[config.mk]
export PLATFORM = sky130hd
export DESIGN_NAME = seq_detect_prog
export DESIGN_NICKNAME = d
export VERILOG_FILES = /design/src/rtl/seq_detect_pkg.sv /design/src/rtl/seq_detect_prog_sat_counter.sv /design/src/rtl/seq_detect_prog.sv
export SDC_FILE = /design/constraint.sdc
export NUM_CORES = 1
export LEC_CHECK = 0
export CAP_MARGIN = 20
export CORE_MARGIN = 2
export CORE_UTILIZATION = 25
export DETAILED_ROUTE_END_ITERATION = 12
export DONT_BUFFER_PORTS = 1
export HOLD_SLACK_MARGIN = 0.02
export PLACE_DENSITY = 0.43
export SYNTH_ARGS = -nofsm -noshare
export SYNTH_HDL_FRONTEND = slang
export SYNTH_HIERARCHICAL = 1
export SYNTH_SLANG_ARGS = --single-unit
[constraint.sdc]
create_clock -name clk -period 4.4 [get_ports clk]
set_input_delay 0.44 -clock clk [delete_from_list [all_inputs] [get_ports clk]]
set_output_delay 0.44 -clock clk [all_outputs]
set_load 0.02 [all_outputs]
[src/rtl/seq_detect_pkg.sv]
// seq_detect_pkg: shared constants and fill helper for the programmable sequence detector.
package seq_detect_pkg;
  localparam logic OVL_ON  = 1'b1;
  localparam logic OVL_OFF = 1'b0;
  localparam int DEF_PAT_W = 3;
  localparam int DEF_CNT_W = 8;
  function automatic logic [5:0] fill_next(input logic [5:0] fill, input logic [5:0] full);
    return (fill < full) ? fill + 6'd1 : full;
  endfunction
endpackage

[src/rtl/seq_detect_prog_sat_counter.sv]
// sat_counter: saturating up-counter with synchronous clear (clear wins over increment).
module sat_counter #(
  parameter int CNT_W = 8
) (
  input  logic             clk,
  input  logic             rst_n,
  input  logic             inc,
  input  logic             clr,
  output logic [CNT_W-1:0] count
);
  logic [CNT_W-1:0] count_q, count_d;
  always_comb count_d = clr ? '0 : (inc && !(&count_q)) ? count_q + 1'b1 : count_q;
  always_ff @(posedge clk or negedge rst_n)
    if (!rst_n) count_q <= '0;
    else count_q <= count_d;
  assign count = count_q;
endmodule

[src/rtl/seq_detect_prog.sv]
// seq_detect_prog: programmable serial pattern detector with overlap control and saturating match count.
// Define SEQ_DETECT_MATCH_REG_EN to register match (one cycle later, aligned with match_count).
module seq_detect_prog
  import seq_detect_pkg::*;
#(
  parameter int               PAT_W   = DEF_PAT_W,
  parameter int               CNT_W   = DEF_CNT_W,
  parameter logic [PAT_W-1:0] PAT_RST = PAT_W'(3'b101)
) (
  input  logic             clk,
  input  logic             rst_n,
  input  logic             in_valid,
  input  logic             in_bit,
  input  logic             cfg_load,
  input  logic [PAT_W-1:0] pattern,
  input  logic             overlap_en,
  input  logic             cnt_clr,
  output logic             match,
  output logic             armed,
  output logic [CNT_W-1:0] match_count
);
  localparam int FW = $clog2(PAT_W);
  localparam logic [FW-1:0] FULL = FW'(PAT_W - 1);
  logic [PAT_W-2:0] hist_q, hist_d;
  logic [FW-1:0]    fill_q, fill_d;
  logic [PAT_W-1:0] pat_q, pat_d, win;
  logic             step, match_c;
  always_comb begin
    win     = {hist_q, in_bit};
    step    = in_valid & ~cfg_load;
    match_c = step & (fill_q == FULL) & (win == pat_q);
    pat_d   = cfg_load ? pattern : pat_q;
    hist_d  = cfg_load ? '0 : step ? win[PAT_W-2:0] : hist_q;
    // a non-overlapping match restarts the fill so its bits cannot seed the next match
    fill_d  = cfg_load ? '0 : !step ? fill_q :
              (match_c && overlap_en == OVL_OFF) ? '0 : FW'(fill_next(6'(fill_q), 6'(FULL)));
  end
  always_ff @(posedge clk or negedge rst_n)
    if (!rst_n) begin
      hist_q <= '0;
      fill_q <= '0;
      pat_q  <= PAT_RST;
    end else begin
      hist_q <= hist_d;
      fill_q <= fill_d;
      pat_q  <= pat_d;
    end
  assign armed = (fill_q == FULL);
  sat_counter #(.CNT_W(CNT_W)) u_cnt (
    .clk  (clk),
    .rst_n(rst_n),
    .inc  (match_c),
    .clr  (cnt_clr | cfg_load),
    .count(match_count)
  );
`ifdef SEQ_DETECT_MATCH_REG_EN
  logic match_q;
  always_ff @(posedge clk or negedge rst_n)
    if (!rst_n) match_q <= 1'b0;
    else match_q <= match_c;
  assign match = match_q;
`else
  assign match = match_c;
`endif
endmodule

==> results, run 1 <==
- The most used flip-flop cell after synthesis is dfrtp_1.
- The number of H-tree levels is 1.
- The wire length per cell after detailed routing is 13.55 um.
- The largest fanout of any net on the critical path is 6.
- The clock period could shrink to 1.948 ns.
- At the pin with the least slew margin, the transition time is 0.6783 ns.
- The repair_antennas step left the layout with diodes totalling 0.
- After the last flow step, the layout net total stands at 88.
- The number of global-route vias before repair is 565.
- The number of buffers on the longest clock path is 2.
- The count of endpoints failing hold in the final timing report is 0.
- Setup repair after global routing left no endpoint under its margin.
- The CTS tree is yes.
- The cell count after synthesis came out at 75.
- The classification of the worst-slack hold path is input port to flop.
- The number of distinct library cells after synthesis is 37.
- The CTS sink count is 15.
- The flow ran to the end, and the final reports show no timing, DRC or antenna violations.
- The global router's overall resource usage is 0.09473.
- The routed design has 1.653 mm of wire.
- The highest metal layer with signal wires is met4.
- The setup clock skew after layout is 0.005738 ns.
- In this run the core area contains 21 standard-cell rows.
- In the final layout, the share of cells above drive strength 1 is 0.2237.
- The initial utilization of the core area, before any placement, comes to 0.2585.
- Leaving out fill and tap cells, the most frequent cell in the layout is dfrtp_1.
- Input and output buffers added on the ports amount to 0.
- The total negative slack for setup checks is 0 ns.
- The total CTS buffers is 3.
- Data on the critical path is required at its endpoint by 4.56 ns.
- The clock reaches the later pin of the worst-skew pair after 0.28 ns.
- The first TritonRoute pass finished after 4 iterations.
- The die is 62.51 um wide.
- The kind of critical path is flop to flop.
- The number of antenna violations at the first check in global routing is 0.
- The congestion estimate from routability-driven global placement came to 0.7105.
- At the worst endpoint, the arrival time is 2.10 ns.
- The synthesized netlist occupies a cell area of 855.8 um^2.
- Pin placement for this block handled 20 I/O pins.
- Total power for the finished layout comes to 0.0002510 W.
- The post-route clock period utilization is 0.4428.
- The total count of max-transition violations in the final report is 0.
- The DRC violation count after routing is 0.
- The tightest slew margin relative to the limit is 0.5463.
- The floorplan step defined a die boundary enclosing 0.003908 mm^2.
- The final-report setup violation count is 0.
- The root buffer cell chosen for the clock tree is clkbuf_4.
- In this run the power density over the cells is 274.4 mW/mm^2.
- The total overflow left after global routing is 0.
- For this block, wires on met1 add up to 726 um.
- In the layout the commonest cells are dfrtp_1, nor2_1, mux2i_1, a21oi_1.
- Based on the critical path, the design can be clocked at up to 513.2 MHz.
- The synthesized area divided by synthesized cell count is 11.41 um^2.
- Across all layers, the routed design uses 559 vias.
- The setup fix buffers added after clock tree synthesis is 0.
- The die is 62.51 um tall.
- STA classifies the critical path startpoint as a flop.
- The core region is 0.003311 mm^2.
- After synthesis the netlist holds a flip-flop and latch count of 15.
- The net count after synthesis is 86.
- The first global-routing pass estimated 2.891 mm of wire.
- The synthesis-to-layout area growth is 6.871%.
- The post-layout utilization of the core is 0.2763.
- The largest net degree at the start of global routing is 16.
- The mean number of vias per cell is 4.582.
- Clock-pin slew was measured on the worst setup and hold paths at 0.10 ns.
- The detail route stage leaves a number of antenna-violating nets equal to 0.
- Max-cap violations in this run came to 0.
- The sequential cell area fraction in the yosys report is 0.4415.
- After the first detailed-routing iteration, the DRC count stood at 8.
- The async set-or-reset flop fraction in the synthesized netlist is 1.000.
- The worst vdd rail ir drop is 0.09488 mV.
- The number of warnings printed during yosys synthesis is 6.
- Once layout is done, the placed cells without fillers occupy 914.6 um^2.
- In the detailed route, the total length drawn on met3 is 69 um.
- The number of enable-type register cells in the synthesized netlist is 0.
- STA classifies the critical path endpoint as a flop.
- For this design the static power due to leakage is 0.3580 nW.
- The placed instances occupy a cell area of 877.1 um^2.
- The routed design uses 830 um of met2 wire.
where the power goes:
group	total (W)	internal, W	switching, W
combinational	0.0000221	0.0000118	0.0000103
clock	0.0000799	0.0000337	0.0000462
sequential	0.000149	0.000144	0.00000469
total	0.000251	0.000190	0.0000611
flip-flops by register name (all words and copies together), names as in the netlist:
| signal | flops |
|---|---|
| u_cnt/count | 8 |
| pat_q | 3 |
| fill_q | 2 |
| hist_q | 2 |
cell usage after synthesis (2+ instances only):
library cell	n	area (um^2)
mux2_2	3	33.78
nand2_1	3	11.26
xnor2_1	2	17.52
a211oi_1	2	15.01
a311oi_1	2	17.52
nor2_1	7	26.28
a21oi_1	4	20.02
mux2i_1	4	40.04
nor3_1	3	15.01
and4_1	2	17.52
nand2b_1	2	12.51
a31oi_1	2	12.51
buf_6	2	22.52
dfstp_2	2	52.55
dfrtp_1	13	325.3
layer usage:
metal / GRT usage / vias to the layer above
li1: - / 275
met1: 0.1082 / 274
met2: 0.1559 / 8
met3: 0.03243 / 2
met4: 0.05000 / 0
met5: 0 / -
repair_timing:
| item | CTS | global route |
|---|---|---|
| hold endpoints to repair | 15 | 0 |
| hold buffers | 1 | 0 |
| gates resized for setup | 0 | 0 |
area by class of cell:
cell class,count,area (um^2)
clock buffers,3,22.52
clock inverters,1,5.005
fillers,377,2396
inverters,1,3.754
multi-input cells,54,430.4
flip-flops and latches,15,377.9
well taps,46,57.56
repair buffers,2,17.52
through the flow:
| step | hold slack [ns] | worst slack, ns | cells |
|---|---|---|---|
| after floorplan | 0.1444 | 2.123 | 75 |
| after global placement | 0.1447 | 2.527 | 117 |
| after detailed placement | 0.1448 | 2.468 | 117 |
| after CTS | 0.1888 | 2.444 | 122 |
| after global routing | 0.1765 | 2.346 | 122 |
| final | 0.2061 | 2.452 | 122 |
worst paths after layout:
| path | startpoint | slack, ns | end | cells past startpoint |
|---|---|---|---|---|
| min reg2reg | pat_q[1]$_DFFE_PN0P_ | 0.55 | pat_q[1]$_DFFE_PN0P_ | 1 |
| min | cfg_load | 0.21 | hist_q[1]$_DFFE_PN0P_ | 1 |
| max reg2reg | pat_q[0]$_DFFE_PN1P_ | 2.45 | u_cnt/count[6]$_DFFE_PN0P_ | 7 |
| min in group asynchronous | rst_n | 0.62 | fill_q[1]$_DFFE_PN0P_ | 1 |
| max | pat_q[0]$_DFFE_PN1P_ | 2.45 | u_cnt/count[6]$_DFFE_PN0P_ | 7 |
| max in group asynchronous | rst_n | 3.34 | u_cnt/count[5]$_DFFE_PN0P_ | 1 |
worst max-delay path, stage by stage (launching register included):
cell,delay [ns]
dfstp_2,0.57
xnor2_2,0.11
nand3_2,0.09
nor3_1,0.19
buf_4,0.20
and3_1,0.27
nor4bb_1,0.30
nor3_1,0.08
cell families (layout without fill, tap and decap cells):
group	count (synthesis)	after routing	share of synthesized area
buf+inv	6	7	0.05555
xor+xnor	3	3	0.03948
compound gates	14	14	0.1374
simple gates	27	27	0.1945
mux	9	9	0.1170
fa+ha+maj	1	1	0.01462
flops	15	15	0.4415
No activity file was read; power rests on OpenSTA's default activity.
==> run 2, diff against run 1 <==
==> constraint.sdc (replaced) <==
create_clock -name clk -period 1.98 [get_ports clk]
set_input_delay 0.198 -clock clk [delete_from_list [all_inputs] [get_ports clk]]
set_output_delay 0.198 -clock clk [all_outputs]
set_load 0.02 [all_outputs]
==> run 2 against run 1 <==
Effect of this change: largest power group unchanged; largest cell class unchanged; cell count rose by 7.4%; die area did not move; critical path depth fell by 1; sequential power rose by 120%; combinational power rose to 2.5 times the previous value; setup slack got worse by 2.3 ns; sequential share of layout area fell by 3.6 points; via count rose by 9.3%; sequential cell count did not move; clock power rose by 130%; global-route usage rose by 0.96 points.
==> results, run 2 (synthesis gave the netlist of run 1 again) <==
- The flow ran to the end, and the final reports show no timing, DRC or antenna violations.
- The first-pass GRT wire length is 3.139 mm.
- The worst setup path is launched from a flop.
- For this run, the total global-route usage over all layers was measured as 0.1043.
- The number of H-tree levels is 1.
- The setup clock skew after layout is 0.002549 ns.
- The startpoint of the tightest hold check path is overlap_en.
- From left edge to right edge, the die measures 62.51 um.
- The path with the worst hold slack has its endpoint at fill_q[1]$_DFFE_PN0P_.
- The final-report setup violation count is 0.
- The weighted congestion reported at the end of routability-driven placement is 0.7081.
- Entering global routing, the biggest net connects 16 pins.
- The mean number of vias per cell is 4.664.
- The root buffer cell is clkbuf_4.
- Before antenna repair, the detailed router went through 4 iterations.
- The cell count of the worst hold path is 1.
- The kind of critical path is flop to flop.
- In the layout the commonest cells are dfrtp_1, buf_4, nor2_1.
- The number of cell rows is 21.
- The wire length per cell after detailed routing is 14.31 um.
- The later pin in the worst-skew pair is clocked with a latency of 0.28 ns.
- The worst register-to-register path ends at u_cnt/count[3]$_DFFE_PN0P_.
- The power density over cell area is 568.4 mW/mm^2.
- The detailed router placed 611 vias in this run.
- The worst setup path is captured at a flop.
- 20 I/O pins were placed.
- The die boundary height is 62.51 um.
- TritonCTS built the clock tree.
- In this run the worst path has a maximum fanout of 6.
- The synthesis-to-layout area growth is 16.96%.
- In the routed design, unresolved DRC markers number 0.
- The top achievable clock speed is 533.5 MHz.
- For this design the static power due to leakage is 0.4099 nW.
- The area of the die is 0.003908 mm^2.
- The count of max-cap constraint violations is 0.
- The worst setup path startpoint is pat_q[0]$_DFFE_PN1P_.
- The longest clock path from root to sink contains 2 buffers.
- After routing the design area is 0.001001 mm^2.
- The worst hold margin is 0.05216 ns.
- After global routing the overflow that remains totals 0.
- IR analysis of the VDD net gives a maximum drop of 0.1725 mV.
- The number of DRC markers in iteration 0 is 12.
- The floorplan step defined a core boundary enclosing 0.003311 mm^2.
- The CTS sink count is 15.
- The start of the worst register-to-register path is pat_q[0]$_DFFE_PN1P_.
- The signal arrival time at the worst endpoint is 2.05 ns.
- The critical path data required time is 2.16 ns.
- The worst path needs 1.874 ns of the cycle, external delays included.
- The detail route stage leaves a number of antenna-violating nets equal to 0.
- The worst register-to-register path has a depth of 6.
- For the pin with the worst max-slew slack, the measured transition is 0.6850 ns.
- The register with the most flip-flops in the layout has 8 of them.
- The share of layout cells above drive strength 1 is 0.3059.
- Measured against its own limit, the worst slew margin works out to 0.5419.
- The total CTS buffers is 3.
- The number of global-route vias before repair is 629.
- For flop-to-flop paths, the worst setup slack is 0.11 ns.
- The initial utilization of the core area, before any placement, comes to 0.2585.
- The worst hold path belongs to the class input port to flop.
- Detailed placement ended at an HPWL of 1.364 mm.
- The number of port buffers is 0.
- The most common library cell in the layout ignoring fill and taps is dfrtp_1.
- The repair_antennas step left the layout with diodes totalling 0.
- The clock-pin slew on the worst setup and hold paths is 0.09 ns.
- Dividing the final minimum period by the clock period gives 0.9466.
- After the last flow step, the layout net total stands at 97.
- The total count of max-transition violations in the final report is 0.
- Setup repair after global routing could not meet its margin everywhere.
- Summing all placed instances gives a cell area of 940.9 um^2.
- The count of endpoints failing hold in the final timing report came to 0.
- The routed wire length is 1.874 mm.
- The number of antenna violations at the first check in global routing is 0.
-- run 2: cell count changes in the layout (fill, tap and decap cells not counted), sizes merged --
cell	previous run	this run
buf	1	9
clkbuf	3	4
clkinv	1	0
dlygate4sd3	1	2
-- run 2: area by class of cell --
| type | count | area, um^2 |
|---|---|---|
| fillers | 356 | 2310 |
| clock buffers | 4 | 26.28 |
| repair buffers | 11 | 87.58 |
| well taps | 46 | 57.56 |
| multi-input cells | 54 | 447.9 |
| inverters | 1 | 3.754 |
| flip-flops and latches | 15 | 377.9 |
-- run 2: how the worst max path moves through the flow --
stage / depth (start not counted) / slack, ns / end
2_1_floorplan: 6 / 0.11 / u_cnt/count[3]$_DFFE_PN0P_
4_1_cts: 6 / 0.09 / u_cnt/count[3]$_DFFE_PN0P_
3_5_place_dp: 6 / 0.12 / u_cnt/count[3]$_DFFE_PN0P_
6_report: 6 / 0.11 / u_cnt/count[3]$_DFFE_PN0P_
3_3_place_gp: 6 / 0.14 / u_cnt/count[3]$_DFFE_PN0P_
5_1_grt: 6 / -0.002 / u_cnt/count[3]$_DFFE_PN0P_
-- run 2: routing by layer --
metal | wire (um) | vias up | track usage
met5 | 0 | - | 0
met1 | 857 | 300 | 0.1287
met2 | 901 | 11 | 0.1586
li1 | - | 298 | -
met3 | 87 | 2 | 0.03063
met4 | 27 | 0 | 0.06667
-- run 2: power breakdown --
part	switching, W	internal (W)
registers	0.0000102	0.000321
clock network	0.000104	0.0000783
logic	0.0000264	0.0000295
total	0.000141	0.000428
-- run 2: stage by stage --
stage | instances | worst slack (ns) | setup TNS (ns) | power [W] | util
floorplan | 75 | 0.1066 | 0 | 0.0003822 | -
global placement | 124 | 0.1444 | 0 | 0.0003827 | 0.2842
detailed placement | 124 | 0.1226 | 0 | 0.0003841 | 0.2842
CTS | 130 | 0.09142 | 0 | 0.0005806 | 0.2982
global route | 131 | -0.001954 | -0.001954 | 0.0006003 | 0.3023
finish | 131 | 0.1057 | 0 | 0.0005690 | 0.3023
-- run 2: repair_timing --
item	4_1_cts	5_1_grt
hold endpoints to repair	18	0
resized for setup	0	1
setup endpoints to repair	0	2
setup buffers	0	1
hold buffers	2	0
-- run 2: worst max-delay path: stages (launching register included) --
cell,delay (ns)
dfstp_2,0.56
xnor2_2,0.11
nand3_2,0.11
nor3_4,0.28
nand4_1,0.17
a31oi_1,0.19
mux2_1,0.34
